--- src/rtl/gcd_pkg.sv ---
// Shared types and defaults for the GCD request scheduler.
// Holds the FSM state enumeration, the default sizes and the response-flag encoding.
package gcd_pkg;

    localparam int GCD_W       = 8;
    localparam int GCD_TIMEOUT = 255;

    typedef enum logic [1:0] {
        IDLE,
        LAUNCH,
        WAIT,
        RESP
    } state_t;

    typedef struct packed {
        logic err;
        logic timeout;
    } rsp_flags_t;

    localparam rsp_flags_t RSP_OK      = '{err: 1'b0, timeout: 1'b0};
    localparam rsp_flags_t RSP_ERR     = '{err: 1'b1, timeout: 1'b0};
    localparam rsp_flags_t RSP_TIMEOUT = '{err: 1'b1, timeout: 1'b1};

endpackage

--- src/rtl/gcd_sched_if.sv ---
// Bundle of the requester, engine and response signals of gcd_sched.
// slave is the scheduler's view; master is the view of whatever drives requests and the engine.
interface gcd_sched_if
    import gcd_pkg::*;
#(
    parameter int W = GCD_W
) ();

    logic         req0_valid;
    logic         req1_valid;
    logic [W-1:0] req0_a;
    logic [W-1:0] req0_b;
    logic [W-1:0] req1_a;
    logic [W-1:0] req1_b;
    logic         req0_ready;
    logic         req1_ready;

    logic         eng_start;
    logic [W-1:0] eng_a;
    logic [W-1:0] eng_b;
    logic [W-1:0] eng_y;
    logic         eng_done;
    logic         eng_error;

    logic         rsp_valid;
    logic         rsp_id;
    logic [W-1:0] rsp_y;
    logic         rsp_err;
    logic         rsp_timeout;
    logic         busy;

    modport slave (
        input  req0_valid, req1_valid, req0_a, req0_b, req1_a, req1_b,
        output req0_ready, req1_ready,
        output eng_start, eng_a, eng_b,
        input  eng_y, eng_done, eng_error,
        output rsp_valid, rsp_id, rsp_y, rsp_err, rsp_timeout, busy
    );

    modport master (
        output req0_valid, req1_valid, req0_a, req0_b, req1_a, req1_b,
        input  req0_ready, req1_ready,
        input  eng_start, eng_a, eng_b,
        output eng_y, eng_done, eng_error,
        input  rsp_valid, rsp_id, rsp_y, rsp_err, rsp_timeout, busy
    );

endinterface

--- src/rtl/gcd_sched_rr_arb2.sv ---
// Two-way round-robin arbiter: a lone requester always wins, a tie goes to the pointer.
// The pointer moves to the other requester when a job finishes (done strobe).
module rr_arb2 (
    input  logic       clk,
    input  logic       srst,
    input  logic [1:0] req,
    input  logic       done,
    input  logic       done_id,
    output logic [1:0] gnt,
    output logic       gnt_id
);

    logic rr_reg;

    genvar gi;
    generate
        for (gi = 0; gi < 2; gi++) begin : g_gnt
            assign gnt[gi] = req[gi] & (~req[1-gi] | (rr_reg == 1'(gi)));
        end
    endgenerate

    assign gnt_id = gnt[1];

    always_ff @(posedge clk) begin
        if (srst) begin
            rr_reg <= 1'b0;
        end else if (done) begin
            rr_reg <= ~done_id;
        end
    end

endmodule

--- src/rtl/gcd_sched.sv ---
// Two-requester front end for a shared GCD engine: arbitrates, launches the engine,
// bounds its run time and returns one response per accepted request.
module gcd_sched
    import gcd_pkg::*;
#(
    parameter int W       = GCD_W,
    parameter int TIMEOUT = GCD_TIMEOUT
) (
    input logic        clk,
    input logic        rst,
    gcd_sched_if.slave bus
);

    localparam logic [7:0] WAIT_LAST = 8'(TIMEOUT - 1);

    state_t       state_reg;
    logic [7:0]   cnt_reg;
    logic [W-1:0] a_reg;
    logic [W-1:0] b_reg;
    logic         id_reg;
    logic         eng_start_reg;
    logic         rsp_valid_reg;
    logic         rsp_id_reg;
    logic [W-1:0] rsp_y_reg;
    rsp_flags_t   rsp_flags_reg;

    logic [1:0]   req_vec;
    logic [1:0]   gnt;
    logic         gnt_id;
    logic         is_idle;
    logic         accept;
    logic         job_done;
    logic [W-1:0] op_a;
    logic [W-1:0] op_b;

    assign req_vec  = {bus.req1_valid, bus.req0_valid};
    assign is_idle  = (state_reg == IDLE);
    assign accept   = is_idle && (gnt != 2'b00);
    assign job_done = (state_reg == RESP);
    assign op_a     = gnt_id ? bus.req1_a : bus.req0_a;
    assign op_b     = gnt_id ? bus.req1_b : bus.req0_b;

    rr_arb2 u_arb (
        .clk     (clk),
        .srst    (rst),
        .req     (req_vec),
        .done    (job_done),
        .done_id (id_reg),
        .gnt     (gnt),
        .gnt_id  (gnt_id)
    );

    assign bus.req0_ready  = is_idle & gnt[0];
    assign bus.req1_ready  = is_idle & gnt[1];
    assign bus.eng_start   = eng_start_reg;
    assign bus.eng_a       = a_reg;
    assign bus.eng_b       = b_reg;
    assign bus.rsp_valid   = rsp_valid_reg;
    assign bus.rsp_id      = rsp_id_reg;
    assign bus.rsp_y       = rsp_y_reg;
    assign bus.rsp_err     = rsp_flags_reg.err;
    assign bus.rsp_timeout = rsp_flags_reg.timeout;
    assign bus.busy        = ~is_idle;

    // Response fields are pulses: they default to zero every cycle and are
    // loaded only on the transition into RESP, so they read 0 whenever rsp_valid is low.
    always_ff @(posedge clk) begin
        if (rst) begin
            state_reg     <= IDLE;
            cnt_reg       <= '0;
            a_reg         <= '0;
            b_reg         <= '0;
            id_reg        <= 1'b0;
            eng_start_reg <= 1'b0;
            rsp_valid_reg <= 1'b0;
            rsp_id_reg    <= 1'b0;
            rsp_y_reg     <= '0;
            rsp_flags_reg <= RSP_OK;
        end else begin
            eng_start_reg <= 1'b0;
            rsp_valid_reg <= 1'b0;
            rsp_id_reg    <= 1'b0;
            rsp_y_reg     <= '0;
            rsp_flags_reg <= RSP_OK;
            case (state_reg)
                IDLE: begin
                    if (accept) begin
                        a_reg  <= op_a;
                        b_reg  <= op_b;
                        id_reg <= gnt_id;
                        if ((op_a == '0) || (op_b == '0)) begin
                            state_reg     <= RESP;
                            rsp_valid_reg <= 1'b1;
                            rsp_id_reg    <= gnt_id;
                            rsp_flags_reg <= RSP_ERR;
                        end else begin
                            state_reg     <= LAUNCH;
                            eng_start_reg <= 1'b1;
                        end
                    end
                end
                LAUNCH: begin
                    cnt_reg   <= '0;
                    state_reg <= WAIT;
                end
                WAIT: begin
                    // A completion in the last allowed cycle still beats the timeout.
                    if (bus.eng_done) begin
                        state_reg     <= RESP;
                        rsp_valid_reg <= 1'b1;
                        rsp_id_reg    <= id_reg;
                        rsp_y_reg     <= bus.eng_error ? '0 : bus.eng_y;
                        rsp_flags_reg <= bus.eng_error ? RSP_ERR : RSP_OK;
                    end else if (cnt_reg == WAIT_LAST) begin
                        state_reg     <= RESP;
                        rsp_valid_reg <= 1'b1;
                        rsp_id_reg    <= id_reg;
                        rsp_flags_reg <= RSP_TIMEOUT;
                    end else begin
                        cnt_reg <= cnt_reg + 8'd1;
                    end
                end
                RESP: begin
                    state_reg <= IDLE;
                end
                default: begin
                    state_reg <= IDLE;
                end
            endcase
        end
    end

endmodule

--- src/flat_wrapper.sv ---
// flat-port wrapper written by rule: the top's interface ports become plain ports
module gcd_sched_flat import gcd_pkg::*;
#(
    parameter int W       = GCD_W,
    parameter int TIMEOUT = GCD_TIMEOUT
)
  (clk, rst, bus_req0_valid, bus_req1_valid, bus_req0_a, bus_req0_b, bus_req1_a, bus_req1_b, bus_req0_ready, bus_req1_ready, bus_eng_start, bus_eng_a, bus_eng_b, bus_eng_y, bus_eng_done, bus_eng_error, bus_rsp_valid, bus_rsp_id, bus_rsp_y, bus_rsp_err, bus_rsp_timeout, bus_busy);
  gcd_sched_if #(.W(W)) bus_i ();
  input logic clk;
  input logic rst;
  input wire logic [$bits(bus_i.req0_valid)-1:0] bus_req0_valid;
  input wire logic [$bits(bus_i.req1_valid)-1:0] bus_req1_valid;
  input wire logic [$bits(bus_i.req0_a)-1:0] bus_req0_a;
  input wire logic [$bits(bus_i.req0_b)-1:0] bus_req0_b;
  input wire logic [$bits(bus_i.req1_a)-1:0] bus_req1_a;
  input wire logic [$bits(bus_i.req1_b)-1:0] bus_req1_b;
  output wire logic [$bits(bus_i.req0_ready)-1:0] bus_req0_ready;
  output wire logic [$bits(bus_i.req1_ready)-1:0] bus_req1_ready;
  output wire logic [$bits(bus_i.eng_start)-1:0] bus_eng_start;
  output wire logic [$bits(bus_i.eng_a)-1:0] bus_eng_a;
  output wire logic [$bits(bus_i.eng_b)-1:0] bus_eng_b;
  input wire logic [$bits(bus_i.eng_y)-1:0] bus_eng_y;
  input wire logic [$bits(bus_i.eng_done)-1:0] bus_eng_done;
  input wire logic [$bits(bus_i.eng_error)-1:0] bus_eng_error;
  output wire logic [$bits(bus_i.rsp_valid)-1:0] bus_rsp_valid;
  output wire logic [$bits(bus_i.rsp_id)-1:0] bus_rsp_id;
  output wire logic [$bits(bus_i.rsp_y)-1:0] bus_rsp_y;
  output wire logic [$bits(bus_i.rsp_err)-1:0] bus_rsp_err;
  output wire logic [$bits(bus_i.rsp_timeout)-1:0] bus_rsp_timeout;
  output wire logic [$bits(bus_i.busy)-1:0] bus_busy;
  assign bus_i.req0_valid = bus_req0_valid;
  assign bus_i.req1_valid = bus_req1_valid;
  assign bus_i.req0_a = bus_req0_a;
  assign bus_i.req0_b = bus_req0_b;
  assign bus_i.req1_a = bus_req1_a;
  assign bus_i.req1_b = bus_req1_b;
  assign bus_req0_ready = bus_i.req0_ready;
  assign bus_req1_ready = bus_i.req1_ready;
  assign bus_eng_start = bus_i.eng_start;
  assign bus_eng_a = bus_i.eng_a;
  assign bus_eng_b = bus_i.eng_b;
  assign bus_i.eng_y = bus_eng_y;
  assign bus_i.eng_done = bus_eng_done;
  assign bus_i.eng_error = bus_eng_error;
  assign bus_rsp_valid = bus_i.rsp_valid;
  assign bus_rsp_id = bus_i.rsp_id;
  assign bus_rsp_y = bus_i.rsp_y;
  assign bus_rsp_err = bus_i.rsp_err;
  assign bus_rsp_timeout = bus_i.rsp_timeout;
  assign bus_busy = bus_i.busy;
  gcd_sched #(.W(W), .TIMEOUT(TIMEOUT)) u_core (.clk(clk), .rst(rst), .bus(bus_i));
endmodule
--- config.mk ---
export PLATFORM = sky130hd
export DESIGN_NAME = gcd_sched_flat
export DESIGN_NICKNAME = d
export VERILOG_FILES = /design/src/rtl/gcd_pkg.sv /design/src/rtl/gcd_sched_if.sv /design/src/rtl/gcd_sched_rr_arb2.sv /design/src/rtl/gcd_sched.sv /design/src/flat_wrapper.sv
export SDC_FILE = /design/constraint.sdc
export NUM_CORES = 1
export LEC_CHECK = 0
export BUFFER_PORTS_ARGS = -buffer_cell sky130_fd_sc_hd__buf_2
export CAP_MARGIN = 25
export CORE_UTILIZATION = 45
export CTS_BUF_LIST = sky130_fd_sc_hd__clkbuf_4 sky130_fd_sc_hd__clkbuf_8
export DETAILED_ROUTE_END_ITERATION = 8
export PLACE_DENSITY_LB_ADDON = 0.25
export SYNTH_ARGS = -nofsm -noshare
export SYNTH_HDL_FRONTEND = slang
export SYNTH_SLANG_ARGS = --single-unit
--- constraint.sdc ---
create_clock -name clk -period 1.9 [get_ports clk]
set_clock_uncertainty 0.15 [all_clocks]
set_input_delay 0.19 -clock clk [delete_from_list [all_inputs] [get_ports clk]]
set_output_delay 0.19 -clock clk [all_outputs]
set_load 0.1 [all_outputs]
==> metrics.md <==
| Metric | Value |
|---|---|
| Status | completed |
| PwrDens | 1753 nW/um^2 |
| Yosys reg bits | 41 |
| Setup violators final | 0 |
| Largest net degree at the start of global routing | 33 |
| DRC | 0 |
| Reg clk slew, reported paths | 80 ps |
| Final Net Count | 341 |
| Worst slew pin tran | 494.2 ps |
| Post-layout min period | 1866 ps |
| Die H | 65.78 um |
| CP Max Fanout | 5 |
| Post-Syn Area | 1831 um^2 |
| CP Capture Type | output pin |
| Post-DP HPWL | 2922 um |
| Io pins | 78 |
| CTS tree | built |
| Post-synthesis net count | 250 |
| Cell Area, Placed | 2337 um^2 |
| Multi-input gate area in the final layout | 955.9 um^2 |
| Port-buffer cells | 77 |
| Warnings from Yosys | 0 |
| Period utilisation layout | 0.9822 |
| Setup TNS | 0 ps |
| Total wire length | 4114 um |
| Avg Cell Area, Syn | 9.245 um^2 |
| Final hold violation count | 0 |
| Placement Setup Slack | 221.6 ps |
| Core area | 3771 um^2 |
| Crit path launch type | flip-flop |
| Hold WC Path Type | input pin to flip-flop |
| CTS sink cnt | 41 |
| Die ar. | 4327 um^2 |
| Final Max Slew Viols | 0 |
| MaxCap Viol Count | 0 |
| First-pass GRT wire length | 6900 um |
| Most frequent cells in the layout | buf_2 (75), dfxtp_1 (39), nor2_1 (30) |
| Final core utilization | 0.6805 |
| Sequential cell area | 825.8 um^2 |
| Slew Limit Headroom | 0.6728 |
| Via/cell ratio | 5.036 |
| Setup CP Type | flip-flop to output pin |
| Initial Util | 0.4854 |
| Commonest non-fill, non-tap cell in the layout | buf_2 |
| H-tree levels | 2 |
| First drt pass iteration count | 4 |
| Clock buffer depth | 2 |
| CP arrival | 1530 ps |
| Final setup margin | 33.85 ps |
| Gr ovfl total | 0 |
| Fillers | 320 |
| Via count | 1702 |
| Max VDD drop | 1.094 mV |
| CTS Buf Count | 5 |
| Worst-Skew Late Latency | 290 ps |
| Critical Path RT | 1560 ps |
| Final ANT Viol Nets | 0 |
| Achievable Freq | 0.5359 GHz |
| Root Buffer | clkbuf_8 |
| Area Overhead vs Synth | 40.19% |
| Vias in the first global route | 1586 |
| Starting DRT DRC Count | 84 |
| Number of diodes | 0 |
| Share of cells above drive strength 1 | 0.3621 |
| Die W | 65.78 um |
| Post-synth cell types | 36 |
| Final Wtd Congestion | 0.7886 |
| Mapped Cells | 198 |
| Leak | 1.224 nW |
| Register area share after synthesis | 0.4484 |
| GRT Overall Usage | 0.2042 |
| Wire per inst | 12.17 um |
| Initial antenna violation count | 0 |
| Design area | 2566 um^2 |
| RSZ-0062 raised after global routing | yes |
| Num rows | 22 |
==> routing by layer <==
layer | vias to the layer above | routed length, um | GRT usage
met4 | 0 | 36 | 0.04076
met1 | 750 | 1921 | 0.2484
met5 | - | 0 | 0
li1 | 892 | - | -
met3 | 4 | 219 | 0.06034
met2 | 56 | 1937 | 0.3533
==> report_power, final <==
group / internal, mW / total, mW / switching (mW) / leakage, nW
logic: 0.636 / 2.60 / 1.96 / 0.830
registers: 1.06 / 1.17 / 0.109 / 0.336
clock network: 0.427 / 0.731 / 0.304 / 0.0574
==> area by class of cell <==
| cell class | instances | area share |
|---|---|---|
| multi-input cells | 141 | 0.3725 |
| flip-flops and latches | 41 | 0.3218 |
| clock inverters | 2 | 0.01463 |
| inverters | 6 | 0.01121 |
| well taps | 48 | 0.02340 |
| repair buffers | 94 | 0.2243 |
| clock buffers | 6 | 0.03218 |
==> cells in the mapped netlist <==
master	number	area share
dfxtp_1	41	0.45
a211oi_1	18	0.074
and4_1	1	0.0048
o21ai_1	1	0.0027
ha_1	6	0.041
a21oi_1	7	0.019
nor2b_1	4	0.014
nor2_1	31	0.064
nand2b_1	4	0.014
o21a_1	1	0.0041
a31oi_1	2	0.0068
nand3b_1	1	0.0041
nor4_1	8	0.027
o22a_1	1	0.0048
o21ai_0	2	0.0055
a21boi_1	1	0.0041
o21ai_2	1	0.0048
buf_2	2	0.0055
o21bai_1	1	0.0041
and3b_1	1	0.0048
buf_6	2	0.012
xnor2_1	6	0.029
buf_4	1	0.0041
o31a_2	1	0.0055
o22ai_1	1	0.0034
clkbuf_1	4	0.0082
buf_1	1	0.0020
and3_1	9	0.031
nand3_1	6	0.016
inv_1	5	0.010
mux2i_1	17	0.093
nand2_1	6	0.012
nor3_1	1	0.0027
inv_2	1	0.0020
nand4_1	2	0.0068
o32ai_1	1	0.0048
==> stage by stage <==
stage | power (mW) | hold slack, ps | instances
finish | 4.500 | 60.96 | 338
global route | 4.715 | 75.33 | 338
CTS | 4.440 | 57.14 | 335
detailed placement | 3.693 | 267.5 | 319
global placement | 3.681 | 274.1 | 319
floorplan | 3.233 | 185.9 | 198
==> worst max-delay path, stage by stage, from the launching register on <==
cell        delay [ps]
dfxtp_4            370
inv_4               60
ha_4               160
clkinvlp_4         140
a211oi_4           290
buf_12             210
==> cells by family (layout without fill, tap and decap cells) <==
group / count (synthesis) / after routing / share of synthesized area
XOR/XNOR: 6 / 6 / 0.02871
AO/OA/AOI/OAI: 38 / 38 / 0.1435
flip-flops: 41 / 41 / 0.4484
multiplexers: 17 / 17 / 0.09296
AND/OR/NAND/NOR: 74 / 74 / 0.2009
adder cells (fa/ha/maj): 6 / 6 / 0.04101
buffers and inverters: 16 / 108 / 0.04442
==> final timing paths <==
path | from | endpoint | slack, ps | depth (start not counted)
setup / recovery | u_core.state_reg[1] | bus_req0_ready | 30 | 5
hold / removal | bus_eng_done | u_core.bus.rsp_timeout | 60 | 2
setup reg to reg | u_core.state_reg[0] | u_core.bus.rsp_err | 220 | 5
hold reg to reg | u_core.bus.eng_a[3] | u_core.bus.eng_a[3] | 350 | 2
==> repair_timing <==
| item | 4_1_cts | 5_1_grt |
|---|---|---|
| hold buffers | 8 | 0 |
| hold endpoints to repair | 8 | 0 |
| gates resized for setup | 0 | 3 |
| buffers inserted | 0 | 3 |
| setup endpoints to repair | 0 | 3 |
Note: power is estimated with default switching activity, not from simulation.
